==> src/rtl/hnoc_pkg.sv <==
// Shared fabric types for the leaf/tree switch arbiters.
// Port count, port index type and arbiter FSM states.
package hnoc_pkg;

  localparam int NUM_PORTS = 3;

  typedef logic [1:0] port_idx_t;

  typedef enum logic {
    IDLE,
    GRANT
  } state_t;

endpackage

==> src/rtl/rr_picker.sv <==
// Round-robin picker: first valid requester after i_last (mod 3).
// Ports: i_valid (request vector), i_last (previous winner),
//        o_idx (next winner), o_any_valid (any request present).
module rr_picker
  import hnoc_pkg::*;
(
  input  logic [NUM_PORTS-1:0] i_valid,
  input  port_idx_t            i_last,
  output port_idx_t            o_idx,
  output logic                 o_any_valid
);

  port_idx_t w_cand;

  // Scan from lowest to highest priority so the
  // highest-priority valid requester is written last.
  always_comb begin
    o_idx       = '0;
    o_any_valid = 1'b0;
    w_cand      = '0;
    for (int k = NUM_PORTS; k >= 1; k--) begin
      w_cand = port_idx_t'((32'(i_last) + k) % NUM_PORTS);
      if (i_valid[w_cand]) begin
        o_idx       = w_cand;
        o_any_valid = 1'b1;
      end
    end
  end

endmodule

==> src/rtl/switch_port_arbiter.sv <==
// Burst-limited round-robin arbiter for one switch output link.
// Ports: three valid/ready requesters (i_dataN, i_data_validN, o_data_readyN),
//        registered output (o_data, o_data_valid, i_data_ready),
//        status (o_grant one-hot, o_busy), i_clk, i_reset (async, active-high).
module switch_port_arbiter
  import hnoc_pkg::*;
#(
  parameter int DataWidth = 32,
  parameter int MaxBurst  = 4
) (
  input  logic                 i_clk,
  input  logic                 i_reset,
  input  logic [DataWidth-1:0] i_data0,
  input  logic [DataWidth-1:0] i_data1,
  input  logic [DataWidth-1:0] i_data2,
  input  logic                 i_data_valid0,
  input  logic                 i_data_valid1,
  input  logic                 i_data_valid2,
  output logic                 o_data_ready0,
  output logic                 o_data_ready1,
  output logic                 o_data_ready2,
  output logic [DataWidth-1:0] o_data,
  output logic                 o_data_valid,
  input  logic                 i_data_ready,
  output logic [2:0]           o_grant,
  output logic                 o_busy
);

  localparam int CntW = (MaxBurst > 1) ? $clog2(MaxBurst) : 1;
  localparam logic [CntW-1:0] LastBeat = CntW'(MaxBurst - 1);

  state_t               r_state;
  state_t               w_state_nxt;
  port_idx_t            r_grant;
  port_idx_t            w_grant_nxt;
  port_idx_t            r_last;
  port_idx_t            w_last_nxt;
  logic [CntW-1:0]      r_beat;
  logic [CntW-1:0]      w_beat_nxt;
  logic [DataWidth-1:0] r_data;
  logic                 r_data_valid;

  logic [NUM_PORTS-1:0] w_valid;
  port_idx_t            w_pick;
  logic                 w_any;
  logic                 w_out_free;
  logic                 w_gvalid;
  logic                 w_xfer;
  logic                 w_granted;
  logic [DataWidth-1:0] w_gdata;

  assign w_valid = {i_data_valid2, i_data_valid1, i_data_valid0};

  rr_picker u_picker (
    .i_valid     (w_valid),
    .i_last      (r_last),
    .o_idx       (w_pick),
    .o_any_valid (w_any)
  );

  // Output slot is free when empty or draining this cycle.
  assign w_out_free = !r_data_valid || i_data_ready;
  assign w_granted  = (r_state == GRANT);
  assign w_gvalid   = w_valid[r_grant];
  assign w_xfer     = w_granted && w_gvalid && w_out_free;

  always_comb begin
    w_gdata = i_data0;
    case (r_grant)
      2'd1:    w_gdata = i_data1;
      2'd2:    w_gdata = i_data2;
      default: w_gdata = i_data0;
    endcase
  end

  assign o_data_ready0 = w_granted && (r_grant == 2'd0) && w_out_free;
  assign o_data_ready1 = w_granted && (r_grant == 2'd1) && w_out_free;
  assign o_data_ready2 = w_granted && (r_grant == 2'd2) && w_out_free;

  assign o_grant      = w_granted ? (3'b001 << r_grant) : 3'b000;
  assign o_busy       = w_granted;
  assign o_data       = r_data;
  assign o_data_valid = r_data_valid;

  always_comb begin
    w_state_nxt = r_state;
    w_grant_nxt = r_grant;
    w_last_nxt  = r_last;
    w_beat_nxt  = r_beat;
    case (r_state)
      IDLE: begin
        if (w_any) begin
          w_state_nxt = GRANT;
          w_grant_nxt = w_pick;
          w_beat_nxt  = '0;
        end
      end
      GRANT: begin
        if (!w_gvalid) begin
          w_state_nxt = IDLE;
          w_last_nxt  = r_grant;
        end else if (w_xfer) begin
          if (r_beat == LastBeat) begin
            w_state_nxt = IDLE;
            w_last_nxt  = r_grant;
          end else begin
            w_beat_nxt = r_beat + 1'b1;
          end
        end
      end
      default: w_state_nxt = IDLE;
    endcase
  end

  always_ff @(posedge i_clk or posedge i_reset) begin
    if (i_reset) begin
      r_state <= IDLE;
      r_grant <= '0;
      r_last  <= 2'd2;
      r_beat  <= '0;
    end else begin
      r_state <= w_state_nxt;
      r_grant <= w_grant_nxt;
      r_last  <= w_last_nxt;
      r_beat  <= w_beat_nxt;
    end
  end

  // A new flit refills the slot even while the old one drains.
  always_ff @(posedge i_clk or posedge i_reset) begin
    if (i_reset) begin
      r_data       <= '0;
      r_data_valid <= 1'b0;
    end else if (w_xfer) begin
      r_data       <= w_gdata;
      r_data_valid <= 1'b1;
    end else if (i_data_ready) begin
      r_data_valid <= 1'b0;
    end
  end

endmodule

==> config.mk <==
export PLATFORM = sky130hd
export DESIGN_NAME = switch_port_arbiter
export DESIGN_NICKNAME = d
export VERILOG_FILES = /design/src/rtl/hnoc_pkg.sv /design/src/rtl/rr_picker.sv /design/src/rtl/switch_port_arbiter.sv
export SDC_FILE = /design/constraint.sdc
export NUM_CORES = 1
export LEC_CHECK = 0
export ABC_AREA = 1
export BUFFER_PORTS_ARGS = -buffer_cell sky130_fd_sc_hd__buf_2
export CAP_MARGIN = 20
export CELL_PAD_IN_SITES_DETAIL_PLACEMENT = 1
export CELL_PAD_IN_SITES_GLOBAL_PLACEMENT = 2
export CORE_MARGIN = 1
export CORE_UTILIZATION = 20
export DETAILED_ROUTE_END_ITERATION = 10
export PLACE_DENSITY = 0.84
export SYNTH_ARGS = -nofsm -noshare
export SYNTH_HDL_FRONTEND = slang
export SYNTH_SLANG_ARGS = --single-unit
export TNS_END_PERCENT = 5
==> constraint.sdc <==
create_clock -name i_clk -period 1.5 [get_ports i_clk]
set_input_delay 0.15 -clock i_clk [delete_from_list [all_inputs] [get_ports i_clk]]
set_output_delay 0.15 -clock i_clk [all_outputs]
set_load 0.1 [all_outputs]
; Yosys cells after proc, flatten, opt, wreduce, memory -nomap -nowiden
; Cells that the tools add are included.
[word_totals]
input_bits = 102
output_inout_bits = 40
reg_bits = 40
[op_classes]
n_lt_le_gt_ge = 4
addsub = 4
muxes = 31
n_div = 3
n_reduce_logical = 15
n_bitwise = 1
n_shift = 1
eq_ne = 9
[ops]
columns = cell, n
row1 = "remainder unit 32 x 2 -> 32 bit, second input constant", 3
row2 = one-hot mux 32 bit (2 select lines), 1
row3 = two-way mux 2 bit, 10
row4 = two-way mux 1 bit, 13
row5 = "< comparator 2 x 3 -> 1 bit, second input constant", 4
row6 = "!= test 2 x 1 -> 1 bit, second input constant", 5
row7 = binary-select mux 1 bit (select 2 bit), 4
row8 = logical AND 1 bit, 8
row9 = "adder 2 x 2 -> 3 bit, second input constant", 2
row10 = "== test 2 bit, second input constant", 2
row11 = one-hot mux 2 bit (2 select lines), 1
row12 = AND reduction 4 bit, 1
row13 = "adder 2 x 1 -> 3 bit, second input constant", 1
row14 = two-way mux 3 bit, 1
row15 = AND reduction 3 bit, 1
row16 = "<< shifter 1 x 2 -> 3 bit, first input constant", 1
row17 = "adder 2 x 1 -> 2 bit, second input constant", 1
row18 = "== test 2 x 1 -> 1 bit, second input constant", 1
row19 = logical NOT 2 bit, 1
row20 = "!= test 2 bit, second input constant", 1
row21 = one-hot mux 1 bit (2 select lines), 1
row22 = AND reduction 2 bit, 1
row23 = nonzero test 2 bit, 1
row24 = logical NOT 1 bit, 1
row25 = other kinds (2), 2

; Longest topological paths before layout
[depth]
word_depth = 9
depth_mapped = 12
ltp_nobuf = 12

; Cells and area by module
; Synthesis repeated with hierarchy kept, for this count alone.
[hier_totals]
hier_cells = 349
area_unflattened_um2 = 2601.2
[modules_own_cells]
columns = module, area_per_inst_um2, cells_each, n_inst, seq_area_each_um2
row1 = switch_port_arbiter, 2383.5, 308, 1, 1002.2
row2 = rr_picker, 217.7, 41, 1, 0.0

; Worst setup path after synthesis
; Ideal clock, no wire load.
[synth_path]
path_kind = reg-to-output
startpoint = register r_state (netlist: o_busy)
endpoint = output o_data_ready0
arrival_ns = 2.462
stages_incl_launch_ff = 3
path_slack_ns = -1.112
path_cell_list = dfrtp_1 -> nand2_1 -> nor2_1
[synth_between]
elab_chain_cells = 2
[synth_rtl]
columns = item, line
row1 = "start, declared", switch_port_arbiter.sv:32  ; state_t r_state;
row2 = "start signal, assigned", switch_port_arbiter.sv:122  ; r_state <= w_state_nxt;
row3 = logical AND 1 bit (2 in a row), switch_port_arbiter.sv:76  ; assign o_data_ready0 = w_granted && (r_grant == 2'd0) && w_out_free;
row4 = "end, declared", switch_port_arbiter.sv:19  ; output logic o_data_ready0,
; Every way passes these cells.

; Worst setup path after layout
[layout_path]
startpoint = register r_last[1]
endpoint = register r_grant[1]
[layout_between]
elab_chain_cells = 8
[layout_rtl]
columns = item, line
row1 = "start, declared", switch_port_arbiter.sv:36  ; port_idx_t r_last;
row2 = "start signal, assigned", switch_port_arbiter.sv:124  ; r_last <= w_last_nxt;
row3 = adder 2 x 2 -> 3 bit, rr_picker.sv:22  ; w_cand = port_idx_t'((32'(i_last) + k) % NUM_PORTS);
row4 = remainder unit 32 x 2 -> 32 bit, rr_picker.sv:22
row5 = binary-select mux 1 bit (select 2 bit), rr_picker.sv:23  ; if (i_valid[w_cand]) begin
row6 = two-way mux 1 bit (implied by the code), rr_picker.sv:23
row7 = two-way mux 1 bit (3 in a row), rr_picker.sv:23
row8 = AND reduction 2 bit (no line), n/a
row9 = "end signal, assigned", switch_port_arbiter.sv:123  ; r_grant <= w_grant_nxt;
row10 = "end, declared", switch_port_arbiter.sv:34  ; port_idx_t r_grant;
; Parallel ways exist; a longest one is shown, timed or not. The select of a mux whose other input is x is not followed.
; A chain may end at the register's enable or synchronous reset.

==> run_results.csv <==
group,metric,value,unit
worst_setup_path,end_kind,"flop",
status,status,"complete, but fails checks",
global_route,grt_max_degree,41,
synthesis,yosys-top-cells-area,"dfrtp_1 (39%), nand2_1 (19%), nand3_1 (8.8%)",
synthesis,netlist_area,0.002505,mm²
synthesis,syn_area_per_cell,7.157,µm²
route,drtIter0Drc,89,
synthesis,synth_top_area_cell,"dfrtp_1",
worst_setup_path,cp-start-kind,"flop",
sta,rsz0062_at_grt,"true",
clock_network,cts_root_buf,"clkbuf_16",
clock_network,cts_tree,"built",
clock_network,clk_path_buf_depth,2,
synthesis,synth-edff-count,0,
run,cap_violations,0,
global_route,overflow,0,
route,drc,0,
sta,whs,0.1588,ns
worst_setup_path,worst_ep_required_time,1.67,ns
route,wl_per_cell,13.13,µm
die,die_h,113.9,µm
worst_setup_path,arrival,1.83,ns
sta,hold_viol,0,
route,vias,2820,
synthesis,netlist_instances,350,
final_layout,fin_nets,607,
die,io_pins,142,
sta,fmax,605.5,MHz
route,viasPerCell,4.234,
route,antenna_left,0,
die,placementRows,40,
final_layout,finalInstanceArea,0.004025,mm²
synthesis,synth_top_cells_by_count,"nand2_1 (129), nand3_1 (44), o21ai_0 (40)",
sta,skew,0.007288,ns
sta,setup_ws,-0.1516,ns
placed_design,placed_area,0.003636,mm²
synthesis,ys_types,23,
clock_network,cts_sinks,40,
final_layout,synthToLayoutAreaGrowth,60.69,%
placed_design,port_buffers,141,
synthesis,syn_nets,460,
global_route,grt_pass1_vias,2946,
placed_design,hpwl,6773,µm
synthesis,synth_ff_type,"dfrtp_1",
final_layout,drive_gt1_share,46.79,%
synthesis,post-synth-top-area-fraction,38.96,%
global_route,grt_use_total,13.60,%
sta,fin_crit_sh,110.1,%
clock_network,clkTransAtPathRegs,0.06,ns
worst_hold_path,hp-class,"input port to flop",
synthesis,ys_ff_latch,40,
clock_network,cts_made_buffers,5,
die,core,0.01211,mm²
final_layout,num_antenna_cells,0,
status,violations,"negative setup slack",
sta,setup_violations,13,
global_route,grt_pass1_wl,14040,µm
worst_setup_path,path_class,"flop to flop",
die,dieArea,0.01298,mm²
die,chipWidth,113.9,µm
global_route,antenna_found_initial,0,
placed_design,gp_congestion,0.8444,
placed_design,preCtsSetupSlack,-0.3078,ns
route,drtPass1Iterations,4,
die,start_util,20.68,%
synthesis,synth-seq-area-share,40.01,%
route,routed_wl,8746,µm
sta,slew-limit-headroom,65.46,%
sta,maxSlewViolCount,0,
synthesis,yosys_warnings,0,
clock_network,htree_levels,2,
synthesis,async_flop_share,100.0,%
synthesis,synth.most_common_cell,"nand2_1",
worst_setup_path,crit_path_max_fanout,6,
sta,tightest_slew,0.5216,ns
sta,min_period,1.652,ns
clock_network,insertion_delay,0.28,ns
-- metal layers --
metal | track usage [%] | vias up | wire length [µm]
met2 | 25.89 | 74 | 4578
met5 | 0 | - | 0
met4 | 3.030 | 0 | 74
met1 | 15.92 | 1308 | 3700
met3 | 2.125 | 6 | 392
li1 | - | 1432 | -
-- placed cells by master, fill, tap and decap left out, drive strengths merged --
cell	n
dfstp	1
dfrtp	39
nor2	6
dlygate4sd3	1
clkinvlp	3
buf	161
nand4	1
nand3	46
clkbuf	6
bufinv	1
nand2	131
a21oi	1
o31ai	1
clkinv	1
inv	20
o21ai	70
o21bai	1
ha	8
-- registers in the layout (all words and copies together), names as in the netlist --
signal        flops
r_grant           2
r_last            2
o_data_valid      1
o_busy            1
r_beat            2
o_data           32
-- through the flow --
step / util (%) / TNS (ns) / std cells
3_5_place_dp: 30.02 / -1.789 / 652
5_1_grt: 33.23 / -3.974 / 666
6_report: 33.23 / -1.219 / 666
3_3_place_gp: 30.02 / -0.9111 / 652
4_1_cts: 32.51 / -1.320 / 666
2_1_floorplan: - / -3.448 / 350
-- final timing paths --
| kind | slack [ns] | cells past startpoint | start | end |
|---|---|---|---|---|
| worst min-delay path | 0.16 | 3 | i_data0[13] | o_data[13] |
| worst min register to register | 0.48 | 2 | o_data[1] | o_data[1] |
| worst max-delay path | -0.15 | 11 | r_last[1] | r_grant[1] |
| max in group asynchronous | 0.58 | 4 | i_reset | o_data[30] |
| min in group asynchronous | 0.43 | 3 | i_reset | o_data_valid |
| worst max register to register | -0.15 | 11 | r_last[1] | r_grant[1] |
-- repair_timing --
item                       in CTS  in global routing
hold endpoints to repair       16                  0
gates resized for setup        25                 24
setup endpoints to repair      36                 46
buffers inserted                5                  0
hold buffers                    1                  0
pin swaps                       9                  3
-- logic make-up after synthesis --
logic type      after synthesis  share of synthesized area (%)
buf+inv                      45                          8.591
simple gates                184                          30.67
flops                        40                          40.01
compound gates               73                          16.73
fa+ha+maj                     8                          3.996
-- worst max-delay path, cell delays in order, from the launching register on --
cell     delay [ns]
dfstp_2        0.61
inv_2          0.07
ha_4           0.16
buf_4          0.14
nand2_2        0.06
nand3_1        0.07
nand2_1        0.06
nor2_1         0.04
nand2_1        0.10
nand2_4        0.09
nand2_1        0.09
nand2_2        0.06
-- cell type report --
class                      instances  area (µm²)
clock buffer                       6       128.9
inverter                          23       97.59
multi-input combinational        265        1484
sequential                        40        1011
timing repair buffer             162        1059
tap                              168       210.2
clock inverter                     2       35.03
fill                            1501        8087
Power is not shown: default switching activity piles up to over one toggle a cycle in this logic, so the estimate is an artifact.
